`src/rtl/bin_pkg.sv`:
```
// -----------------------------------------------------------------------------
// bin_pkg
// Shared definitions for the adaptive binarizer:
//   - luma_t            : 8-bit luma sample type
//   - MODE_ADAPTIVE_BIT : mode_in bit that selects the adaptive threshold
//   - MODE_INVERT_BIT   : mode_in bit that inverts the output bit
//   - rgb565_to_luma()  : RGB565 -> 8-bit luma, Y = (2R + 5G + B) >> 3
// -----------------------------------------------------------------------------
package bin_pkg;

    localparam int MODE_ADAPTIVE_BIT = 0;
    localparam int MODE_INVERT_BIT   = 1;

    typedef logic [7:0] luma_t;

    // The 5/6-bit channels are widened to 8 bits by replicating their MSBs
    // into the new LSBs, so full-scale inputs map to exactly 255. The
    // weighted sum peaks at 8 * 255 = 2040 and fits in 11 bits.
    function automatic luma_t rgb565_to_luma(input logic [15:0] pix);
        logic [7:0]  r8;
        logic [7:0]  g8;
        logic [7:0]  b8;
        logic [10:0] acc;
        r8  = {pix[15:11], pix[15:13]};
        g8  = {pix[10:5], pix[10:9]};
        b8  = {pix[4:0], pix[4:2]};
        acc = {2'b00, r8, 1'b0}     // 2R
            + {1'b0, g8, 2'b00}     // 4G
            + {3'b000, g8}          // +G
            + {3'b000, b8};         // B
        return acc[10:3];
    endfunction

endpackage

```
`src/rtl/row_window_mean.sv`:
```
// -----------------------------------------------------------------------------
// row_window_mean
// Sliding window over the last N = 2^WIN_LOG2 luma samples of a row.
// Keeps a circular buffer, a running sum and a fill counter.
//
// Ports:
//   clk_in    in   pixel clock
//   rst_in    in   asynchronous active-low reset (window empty)
//   push_in   in   append y_in to the window this cycle
//   clear_in  in   empty the window; applied before a same-cycle push
//   y_in      in   luma sample to append
//   mean_out  out  running sum >> WIN_LOG2 (meaningful when full_out=1)
//   full_out  out  window holds N samples
//
// mean_out/full_out reflect the window *before* this cycle's push/clear,
// so a caller deciding on the current sample sees only previous samples.
// -----------------------------------------------------------------------------
module row_window_mean
    import bin_pkg::*;
#(
    parameter int WIN_LOG2 = 4
) (
    input  logic  clk_in,
    input  logic  rst_in,
    input  logic  push_in,
    input  logic  clear_in,
    input  luma_t y_in,
    output luma_t mean_out,
    output logic  full_out
);

    localparam int N      = 1 << WIN_LOG2;
    localparam int SUM_W  = 8 + WIN_LOG2;
    localparam int FILL_W = WIN_LOG2 + 1;
    localparam int PTR_W  = WIN_LOG2;

    luma_t              buf_q [N];
    logic [SUM_W-1:0]   sum_q,  sum_d;
    logic [FILL_W-1:0]  fill_q, fill_d;
    logic [PTR_W-1:0]   ptr_q,  ptr_d;

    // Write slot for this cycle's push; a clear rewinds to slot 0 first.
    logic [PTR_W-1:0]   wr_ptr;
    luma_t              oldest;
    logic               full_before_push;

    always_comb begin
        sum_d            = sum_q;
        fill_d           = fill_q;
        ptr_d            = ptr_q;
        wr_ptr           = ptr_q;
        oldest           = '0;
        full_before_push = (fill_q == FILL_W'(N));

        if (clear_in) begin
            sum_d            = '0;
            fill_d           = '0;
            ptr_d            = '0;
            wr_ptr           = '0;
            full_before_push = 1'b0;
        end

        if (push_in) begin
            // Only a full window has a real oldest sample to retire; before
            // that the slot being written holds stale data.
            if (full_before_push) begin
                oldest = buf_q[wr_ptr];
            end
            sum_d = sum_d + SUM_W'(y_in) - SUM_W'(oldest);
            ptr_d = wr_ptr + PTR_W'(1);
            if (!full_before_push) begin
                fill_d = fill_d + FILL_W'(1);
            end
        end
    end

    always_ff @(posedge clk_in or negedge rst_in) begin
        if (!rst_in) begin
            sum_q  <= '0;
            fill_q <= '0;
            ptr_q  <= '0;
            for (int i = 0; i < N; i++) begin
                buf_q[i] <= '0;
            end
        end else begin
            sum_q  <= sum_d;
            fill_q <= fill_d;
            ptr_q  <= ptr_d;
            if (push_in) begin
                buf_q[wr_ptr] <= y_in;
            end
        end
    end

    assign mean_out = sum_q[SUM_W-1:WIN_LOG2];
    assign full_out = (fill_q == FILL_W'(N));

endmodule

```
`src/rtl/adaptive_binarizer.sv`:
```
// -----------------------------------------------------------------------------
// adaptive_binarizer
// RGB565 pixel stream -> 1-bit framebuffer writes. Each accepted pixel is
// converted to luma and thresholded either against a global threshold or
// against the mean of the previous 2^WIN_LOG2 pixels of the same row plus
// an offset. Output bit, framebuffer address and write enable leave
// together, exactly two cycles after valid_in.
//
// Stream protocol: valid-only, no backpressure. valid_in qualifies
// pixel_in/hcount_in/vcount_in/mode_in/thresh_in/offset_in for one cycle;
// we_out qualifies bin_out/addr_out for one cycle. One pixel per cycle.
//
// Ports:
//   clk_in           in   pixel clock
//   rst_in           in   asynchronous active-low reset
//   pixel_in[15:0]   in   RGB565 {R5,G6,B5}
//   hcount_in[10:0]  in   pixel column
//   vcount_in[9:0]   in   pixel row
//   valid_in         in   pixel valid
//   mode_in[1:0]     in   bit0 adaptive, bit1 invert
//   thresh_in[7:0]   in   global threshold (also adaptive row-start fallback)
//   offset_in[7:0]   in   adaptive offset C
//   bin_out          out  binarised pixel, 1 = white
//   addr_out         out  hcount + WIDTH*vcount of bin_out
//   we_out           out  framebuffer write enable
//   white_count_out  out  (BIN_STATS_EN) white pixels in last completed frame
//   stats_valid_out  out  (BIN_STATS_EN) one-cycle pulse when it updates
//
// Optional feature macro: BIN_STATS_EN adds the per-frame white counter.
// -----------------------------------------------------------------------------
module adaptive_binarizer
    import bin_pkg::*;
#(
    parameter int WIDTH    = 640,
    parameter int HEIGHT   = 480,
    parameter int WIN_LOG2 = 4,
    parameter int ADDR_W   = $clog2(WIDTH * HEIGHT)
) (
    input  logic              clk_in,
    input  logic              rst_in,
    input  logic [15:0]       pixel_in,
    input  logic [10:0]       hcount_in,
    input  logic [9:0]        vcount_in,
    input  logic              valid_in,
    input  logic [1:0]        mode_in,
    input  logic [7:0]        thresh_in,
    input  logic [7:0]        offset_in,
    output logic              bin_out,
    output logic [ADDR_W-1:0] addr_out,
    output logic              we_out
`ifdef BIN_STATS_EN
    ,
    output logic [ADDR_W-1:0] white_count_out,
    output logic              stats_valid_out
`endif
);

    // ------------------------------------------------------------------
    // Stage 1: luma, address, range check; controls captured with pixel
    // ------------------------------------------------------------------
    logic              s1_valid_q;
    logic              s1_in_range_q, s1_in_range_d;
    logic              s1_row_start_q;
    luma_t             s1_y_q,        s1_y_d;
    logic [ADDR_W-1:0] s1_addr_q,     s1_addr_d;
    logic [1:0]        s1_mode_q;
    logic [7:0]        s1_thresh_q;
    logic [7:0]        s1_offset_q;

    always_comb begin
        s1_y_d        = rgb565_to_luma(pixel_in);
        s1_addr_d     = ADDR_W'(hcount_in) + ADDR_W'(WIDTH) * ADDR_W'(vcount_in);
        s1_in_range_d = (int'(hcount_in) < WIDTH) && (int'(vcount_in) < HEIGHT);
    end

    always_ff @(posedge clk_in or negedge rst_in) begin
        if (!rst_in) begin
            s1_valid_q     <= 1'b0;
            s1_in_range_q  <= 1'b0;
            s1_row_start_q <= 1'b0;
            s1_y_q         <= '0;
            s1_addr_q      <= '0;
            s1_mode_q      <= '0;
            s1_thresh_q    <= '0;
            s1_offset_q    <= '0;
        end else begin
            s1_valid_q <= valid_in;
            if (valid_in) begin
                s1_in_range_q  <= s1_in_range_d;
                s1_row_start_q <= (hcount_in == 11'd0);
                s1_y_q         <= s1_y_d;
                s1_addr_q      <= s1_addr_d;
                s1_mode_q      <= mode_in;
                s1_thresh_q    <= thresh_in;
                s1_offset_q    <= offset_in;
            end
        end
    end

    // ------------------------------------------------------------------
    // Row window: advanced only by accepted in-range pixels
    // ------------------------------------------------------------------
    logic  win_push;
    logic  win_clear;
    luma_t win_mean;
    logic  win_full;

    assign win_push  = s1_valid_q & s1_in_range_q;
    assign win_clear = win_push & s1_row_start_q;

    row_window_mean #(
        .WIN_LOG2 (WIN_LOG2)
    ) u_window (
        .clk_in   (clk_in),
        .rst_in   (rst_in),
        .push_in  (win_push),
        .clear_in (win_clear),
        .y_in     (s1_y_q),
        .mean_out (win_mean),
        .full_out (win_full)
    );

    // ------------------------------------------------------------------
    // Stage 2: decision
    // ------------------------------------------------------------------
    logic              use_adaptive;
    logic              global_bit;
    logic              adaptive_bit;
    logic              bin_d;
    logic              we_d;
    logic [ADDR_W-1:0] addr_d;
    logic              bin_q;
    logic              we_q;
    logic [ADDR_W-1:0] addr_q;

    always_comb begin
        // A row-start pixel clears the window before its own decision, so
        // it can never be judged against the previous row.
        use_adaptive = s1_mode_q[MODE_ADAPTIVE_BIT] & win_full & ~s1_row_start_q;
        global_bit   = (s1_y_q >= s1_thresh_q);
        // 9-bit compare: Y + C can exceed 255 without wrapping.
        adaptive_bit = (({1'b0, s1_y_q} + {1'b0, s1_offset_q}) >= {1'b0, win_mean});
        bin_d        = (use_adaptive ? adaptive_bit : global_bit)
                       ^ s1_mode_q[MODE_INVERT_BIT];
        we_d         = win_push;
        addr_d       = s1_addr_q;
    end

    always_ff @(posedge clk_in or negedge rst_in) begin
        if (!rst_in) begin
            bin_q  <= 1'b0;
            we_q   <= 1'b0;
            addr_q <= '0;
        end else begin
            bin_q  <= bin_d;
            we_q   <= we_d;
            addr_q <= addr_d;
        end
    end

    assign bin_out  = bin_q;
    assign we_out   = we_q;
    assign addr_out = addr_q;

`ifdef BIN_STATS_EN
    // ------------------------------------------------------------------
    // Per-frame white pixel counter. Driven from the stage-2 next-state
    // values so the latch/pulse lines up with the final pixel's we_out.
    // ------------------------------------------------------------------
    localparam logic [ADDR_W-1:0] LAST_ADDR = ADDR_W'(WIDTH * HEIGHT - 1);

    logic [ADDR_W-1:0] white_cnt_q,  white_cnt_d;
    logic [ADDR_W-1:0] white_hold_q, white_hold_d;
    logic              stats_vld_q,  stats_vld_d;
    logic [ADDR_W-1:0] white_cnt_inc;

    always_comb begin
        white_cnt_inc = white_cnt_q + ADDR_W'(we_d & bin_d);
        white_cnt_d   = white_cnt_inc;
        white_hold_d  = white_hold_q;
        stats_vld_d   = 1'b0;
        if (we_d && (addr_d == LAST_ADDR)) begin
            white_hold_d = white_cnt_inc;
            white_cnt_d  = '0;
            stats_vld_d  = 1'b1;
        end
    end

    always_ff @(posedge clk_in or negedge rst_in) begin
        if (!rst_in) begin
            white_cnt_q  <= '0;
            white_hold_q <= '0;
            stats_vld_q  <= 1'b0;
        end else begin
            white_cnt_q  <= white_cnt_d;
            white_hold_q <= white_hold_d;
            stats_vld_q  <= stats_vld_d;
        end
    end

    assign white_count_out = white_hold_q;
    assign stats_valid_out = stats_vld_q;
`endif

endmodule

```
`config.mk`:
```
export PLATFORM = sky130hd
export DESIGN_NAME = adaptive_binarizer
export DESIGN_NICKNAME = d
export VERILOG_FILES = /design/src/rtl/bin_pkg.sv /design/src/rtl/row_window_mean.sv /design/src/rtl/adaptive_binarizer.sv
export SDC_FILE = /design/constraint.sdc
export NUM_CORES = 1
export LEC_CHECK = 0
export ABC_AREA = 0
export CAP_MARGIN = 25
export CORE_ASPECT_RATIO = 1.25
export CORE_UTILIZATION = 46
export CTS_CLUSTER_DIAMETER = 200
export DETAILED_ROUTE_END_ITERATION = 8
export GPL_TIMING_DRIVEN = 1
export HOLD_SLACK_MARGIN = 0.05
export PLACE_DENSITY = 0.68
export SETUP_SLACK_MARGIN = 0.15
export SYNTH_ARGS = -nofsm -noshare
export SYNTH_HDL_FRONTEND = slang
export SYNTH_SLANG_ARGS = --single-unit
```
`constraint.sdc`:
```
create_clock -name clk_in -period 6.6 [get_ports clk_in]
set_input_delay 0.99 -clock clk_in [delete_from_list [all_inputs] [get_ports clk_in]]
set_output_delay 0.99 -clock clk_in [all_outputs]
set_load 0.1 [all_outputs]
```
==> out/metrics.yaml, run 1 <==
yosys:
  synthArstFlopShare: 1.00
  synth_mux_area_frac: 0.109
  synth_top_family_by_area: "compound AO/OA/AOI/OAI gates"
  yosys-top-cells-count: "dfrtp_1, nand2_1, o21ai_0, mux2_2, ha_1"
  synth_top_area_share: 0.463
  synth_xor_area_frac: 0.0259
  synth_flop_cell: "dfrtp_1"
  ys_ff_latch: 218
  ys_types: 61
  synth_compound_area_frac: 0.133
  synth_seq_area_share: 0.463
  synth_largest_area_cell: "dfrtp_1"
  syn_area_per_cell_um2: 10.6
  syn-num-nets: 1270
  netlist_area_mm2: 0.0118
  yosysMostFrequentCell: "dfrtp_1"
  yosys.area_share.simple: 0.115
  synth_edf_count: 0
  yosys-top-cells-area: "dfrtp_1, mux2_2, ha_1"
  synth_fa_ha_area_frac: 0.118
  yosysWarnings: 0
  syn_inst: 1116
routing:
  drt_pass1_iterations: 6
  drt-total-wl_um: 28200
  post_drt_wl_per_cell_um: 18.3
  ant_nets: 0
  drtIter0Drc: 483
  dr_total_vias: 8611
  drc: 0
  viasPerCell: 5.60
die:
  fp.dieW_um: 145
  core_mm2: 0.0252
  start_util: 0.467
  die_height_um: 181
  dieArea_mm2: 0.0263
  ios: 79
  rows: 65
timing:
  slew_viol_final: 0
  setup_violations: 0
  finalCriticalPeriod_ps: 5080
  maxClockFrequency_ghz: 0.197
  period_share: 0.769
  relSlewSlack: 0.307
  tightest_slew_ps: 1040
  layout_setup_ws_ps: 1520
  fin_skew_ps: 20.5
  rsz0062_at_grt: "false"
  fin_tns_setup_ps: 0
  hold_viol: 0
global_route:
  grt_overflow: 0
  grt_start_max_net_pins: 90
  first_global_vias: 8798
  grt_pass1_wl_um: 46400
  antenna_found_initial: 0
  grt_usage: 0.223
placed_design:
  dpl_cell_area_mm2: 0.0129
  dpl.hpwl_um: 19500
  port_buffers: 78
  dp_slack_ps: 1560
  gp_congestion: 0.850
power_and_ir_drop:
  cellPowerDensity_mw_per_mm2: 448
  finalPower_mw: 6.13
  total_leakage_power_nw: 6.27
  ir_drop_mv: 0.299
run:
  cap_violations: 0
cells_and_area:
  num-fill-cells: 2251
  syn_to_final_growth_pct: 16.1
  nNetsFinal: 1340
  drive_gt1_frac: 0.136
  final_cell_area_mm2: 0.0137
  n_antenna_cell: 0
clock_network:
  postCtsSetupBuffers: 0
  cts_hold_buf: 0
  cts_root_buf: "clkbuf_16"
  post_cts_resized: 0
  cts_htree_levels: 1
  cts_sinks: 218
  cts_buffers: 23
  clk_pin_slew_ps: 70
  ctsLongestPathBuffers: 3
  cts_tree: "done"
  insertion_delay_ps: 520
worst_hold_path:
  hold_class: "register to register"
worst_setup_path:
  required_ps: 7000
  critPathMaxFanout: 41
  critPathLaunchType: "register"
  crit_type: "register to register"
  worst_setup_path_end_kind: "register"
  worstPathArrival_ps: 5480
status:
  status: "finished clean"
-- kinds of logic after synthesis --
logic type | Yosys count
adder cells (fa/ha/maj) | 96
buffers and inverters | 106
multiplexers | 110
AND/OR/NAND/NOR | 291
AO/OA/AOI/OAI | 261
flip-flops | 218
XOR/XNOR | 34
-- worst paths after layout --
| kind | start | end | slack (ps) | cells past startpoint |
|---|---|---|---|---|
| setup / recovery | s1_in_range_q | u_window.sum_q[11] | 1520 | 18 |
| hold reg to reg | addr_d[16] | addr_out[16] | 370 | 0 |
| min in group asynchronous | rst_in | u_window.buf_q[97] | 500 | 1 |
| max in group asynchronous | rst_in | addr_d[9] | 4720 | 2 |
| setup reg to reg | s1_in_range_q | u_window.sum_q[11] | 1520 | 18 |
| hold / removal | addr_d[16] | addr_out[16] | 370 | 0 |
-- cells in the final DEF (no fill, tap or decap), types with 7 or more instances in the layout --
cell,n
nor2b_1,14
dfrtp_1,218
mux2i_1,17
fa_1,25
and3_1,7
clkbuf_16,23
a21o_1,10
xnor2_1,17
o21ai_0,120
a211oi_1,19
mux2_2,87
o22ai_1,16
nand2_1,173
nand3_1,15
clkinv_1,8
ha_1,71
clkdlybuf4s50_1,76
nand4_1,8
xor2_1,16
a21oi_1,32
nor2_1,28
a31oi_1,24
a221oi_1,9
inv_1,55
nand2b_1,7
buf_4,8
nor3_1,13
-- metal layers --
layer,vias up,GRT usage,part of all wire
met3,59,0.0384,0.057
met5,-,0,0
met2,239,0.392,0.50
li1,4059,-,-
met4,0,0.0792,0.031
met1,4254,0.275,0.41
-- state kept, by name, summed over array words and instances (netlist names) --
signal and cells:
addr_d 19, addr_out 19, bin_out 1, s1_in_range_q 1
s1_mode_q 2, s1_offset_q 8, s1_row_start_q 1, s1_thresh_q 8
s1_valid_q 1, s1_y_q 8, u_window.buf_q 128, u_window.fill_q 5
u_window.ptr_q 4, u_window.sum_q 12, we_out 1
-- per-stage QoR --
step / util / instances / hold slack [ps]
after floorplan: - / 1116 / 350
after global placement: 0.510 / 1495 / 357
after detailed placement: 0.511 / 1496 / 361
after CTS: 0.542 / 1538 / 367
after global routing: 0.542 / 1538 / 374
final: 0.542 / 1538 / 367
-- critical path, cell delays in order (launching register included) --
cell	delay (ps)
dfrtp_1	350
nand2_2	300
inv_2	460
nand2_1	130
buf_4	230
nand2_1	210
buf_4	460
a211oi_1	110
a31oi_1	310
o22ai_1	150
nor3_1	420
fa_1	500
inv_1	70
ha_1	180
o211ai_1	150
o31ai_1	330
and2_1	200
o21ai_0	80
a221o_1	290
-- where the power goes --
part | switching [mW] | total [mW] | internal, mW
Clock | 0.543 | 1.33 | 0.787
Combinational | 1.78 | 2.94 | 1.16
Sequential | 0.255 | 1.86 | 1.60
Total | 2.57 | 6.13 | 3.55
-- final cells by class --
type	instances	area, µm²	area share
Clock buffer	31	666	0.0487
Clock inverter	11	115	0.00842
Inverter	64	240	0.0176
Multi-Input combinational cell	792	5910	0.432
Sequential cell	218	5460	0.399
Tap cell	335	419	0.0307
Timing Repair Buffer	87	868	0.0635
Power figures use the tool's default switching activity.
==> run 2: changes to the inputs <==
clock period = 5 ns   (was 6.6 ns; I/O delays follow)
==> out/metrics.yaml, run 2 (synthesis gave the netlist of run 1 again) <==
status:
  status: "finished clean"
power_and_ir_drop:
  ir_drop_mv: 0.363
  total_leakage_power_nw: 6.31
  cellPowerDensity_mw_per_mm2: 596
worst_setup_path:
  max_stage_delay_ps: 470
  critPathLaunchType: "register"
  critical_path_depth: 17
  critPathBufInv: 4
  critPathMaxFanout: 24
  reg2reg_depth: 17
  cp_slowest_cell: "fa_1"
  worst_setup_path_end_kind: "register"
  r2r_start: "s1_in_range_q"
  critPathLaunch: "s1_in_range_q"
  worstPathCellList: "nand2_2 -> inv_2 -> buf_4 -> a21oi_2 -> buf_4 -> nand2_1 -> a31oi_1 -> o22ai_1 -> nor3_1 -> fa_1 -> inv_1 -> ha_1 -> o21ai_0 -> o31ai_1 -> and2_1 -> o21ai_0 -> a221o_1"
  crit_type: "register to register"
  critical-path-top-delay-family: "compound AO/OA/AOI/OAI gates"
  worstPathArrival_ps: 4720
  required_ps: 5410
  r2r_slack_ps: 690
global_route:
  grt_pass1_wl_um: 45800
  antenna_found_initial: 0
  grt_overflow: 0
  grt_usage: 0.220
  first_global_vias: 8640
  grt_start_max_net_pins: 134
timing:
  hold_slack_ps: 313
  rsz0062_at_grt: "false"
  finalCriticalPeriod_ps: 4310
  tightest_slew_ps: 1040
  setup_violations: 0
  fin_tns_setup_ps: 0
  hold_viol: 0
  maxClockFrequency_ghz: 0.232
  slew_viol_final: 0
  period_share: 0.862
  relSlewSlack: 0.306
  fin_skew_ps: 27.3
clock_network:
  insertion_delay_ps: 530
  post_cts_resized: 0
  ctsLongestPathBuffers: 3
  cts_sinks: 218
  postCtsSetupBuffers: 0
  clk_pin_slew_ps: 70
  cts_root_buf: "clkbuf_16"
  cts_htree_levels: 1
  cts_buffers: 23
  cts_hold_buf: 0
  cts_tree: "done"
routing:
  post_drt_wl_per_cell_um: 18.0
  drtIter0Drc: 498
  viasPerCell: 5.53
  ant_nets: 0
  drc: 0
  drt_pass1_iterations: 5
  dr_total_vias: 8540
  drt-total-wl_um: 27800
die:
  ios: 79
  fp.dieW_um: 145
  core_mm2: 0.0252
  start_util: 0.467
  dieArea_mm2: 0.0263
  die_height_um: 181
  rows: 65
cells_and_area:
  largest_reg_flops: 128
  multi_input_area_mm2: 0.00591
  final_cell_area_mm2: 0.0138
  nNetsFinal: 1347
  layout_commonest_cell: "dfrtp_1"
  largest-register: "u_window.buf_q"
  final_cell_mix: "dfrtp_1, nand2_1, o21ai_0"
  num-fill-cells: 2206
  syn_to_final_growth_pct: 16.8
  seq_area_mm2: 0.00546
  n_antenna_cell: 0
  drive_gt1_frac: 0.140
  final_util: 0.546
placed_design:
  dpl.hpwl_um: 19700
  dpl_cell_area_mm2: 0.0129
  port_buffers: 78
  gp_congestion: 0.899
worst_hold_path:
  hold_class: "input pin to asynchronous set/reset pin"
run:
  cap_violations: 0
run 2: changes by cell type in the layout (fill, tap and decap cells not counted), sizes merged:
cell / previous run / this run
buf: 11 / 18
clkinv: 15 / 12
bufinv: 2 / 4
inv: 57 / 58
run 2: worst register-to-register path: stages (launching register included):
cell and delay [ps]:
dfrtp_1 390, nand2_2 70, inv_2 40, buf_4 210
a21oi_2 390, buf_4 310, nand2_1 80, a31oi_1 360
o22ai_1 180, nor3_1 340, fa_1 470, inv_1 80
ha_1 200, o21ai_0 170, o31ai_1 350, and2_1 200
o21ai_0 80, a221o_1 310
run 2: where the power goes:
| group | internal, mW | total, mW | switching (mW) | leakage [nW] |
|---|---|---|---|---|
| Sequential | 2.12 | 2.44 | 0.319 | 2.83 |
| Combinational | 1.55 | 3.91 | 2.36 | 3.08 |
| Clock | 1.12 | 1.85 | 0.731 | 0.400 |
run 2: final cells by class:
class | count | area share
inverter | 64 | 0.0175
sequential | 218 | 0.397
tap | 335 | 0.0305
multi-input combinational | 792 | 0.429
timing repair buffer | 94 | 0.0664
clock buffer | 31 | 0.0469
clock inverter | 11 | 0.0127
run 2: metal layers:
layer  routed length (µm)  track usage  part of all wire
met1                11800        0.277              0.42
met2                14200        0.388              0.51
met3                 1170       0.0306             0.042
met4                  693       0.0724             0.025
met5                    0            0                 0
run 2: final timing paths:
kind	endpoint
setup / recovery	u_window.sum_q[11]
hold / removal	u_window.buf_q[2]
setup reg to reg	u_window.sum_q[11]
hold reg to reg	addr_out[5]
max in group asynchronous	u_window.buf_q[88]
min in group clk_in	addr_out[5]
run 2: through the flow:
stage	setup slack, ps	std cells	power (mW)
6_report	689	1545	8.20
5_1_grt	397	1545	8.78
4_1_cts	764	1545	8.23
3_5_place_dp	768	1503	6.34
3_3_place_gp	824	1503	6.29
2_1_floorplan	1280	1116	5.26
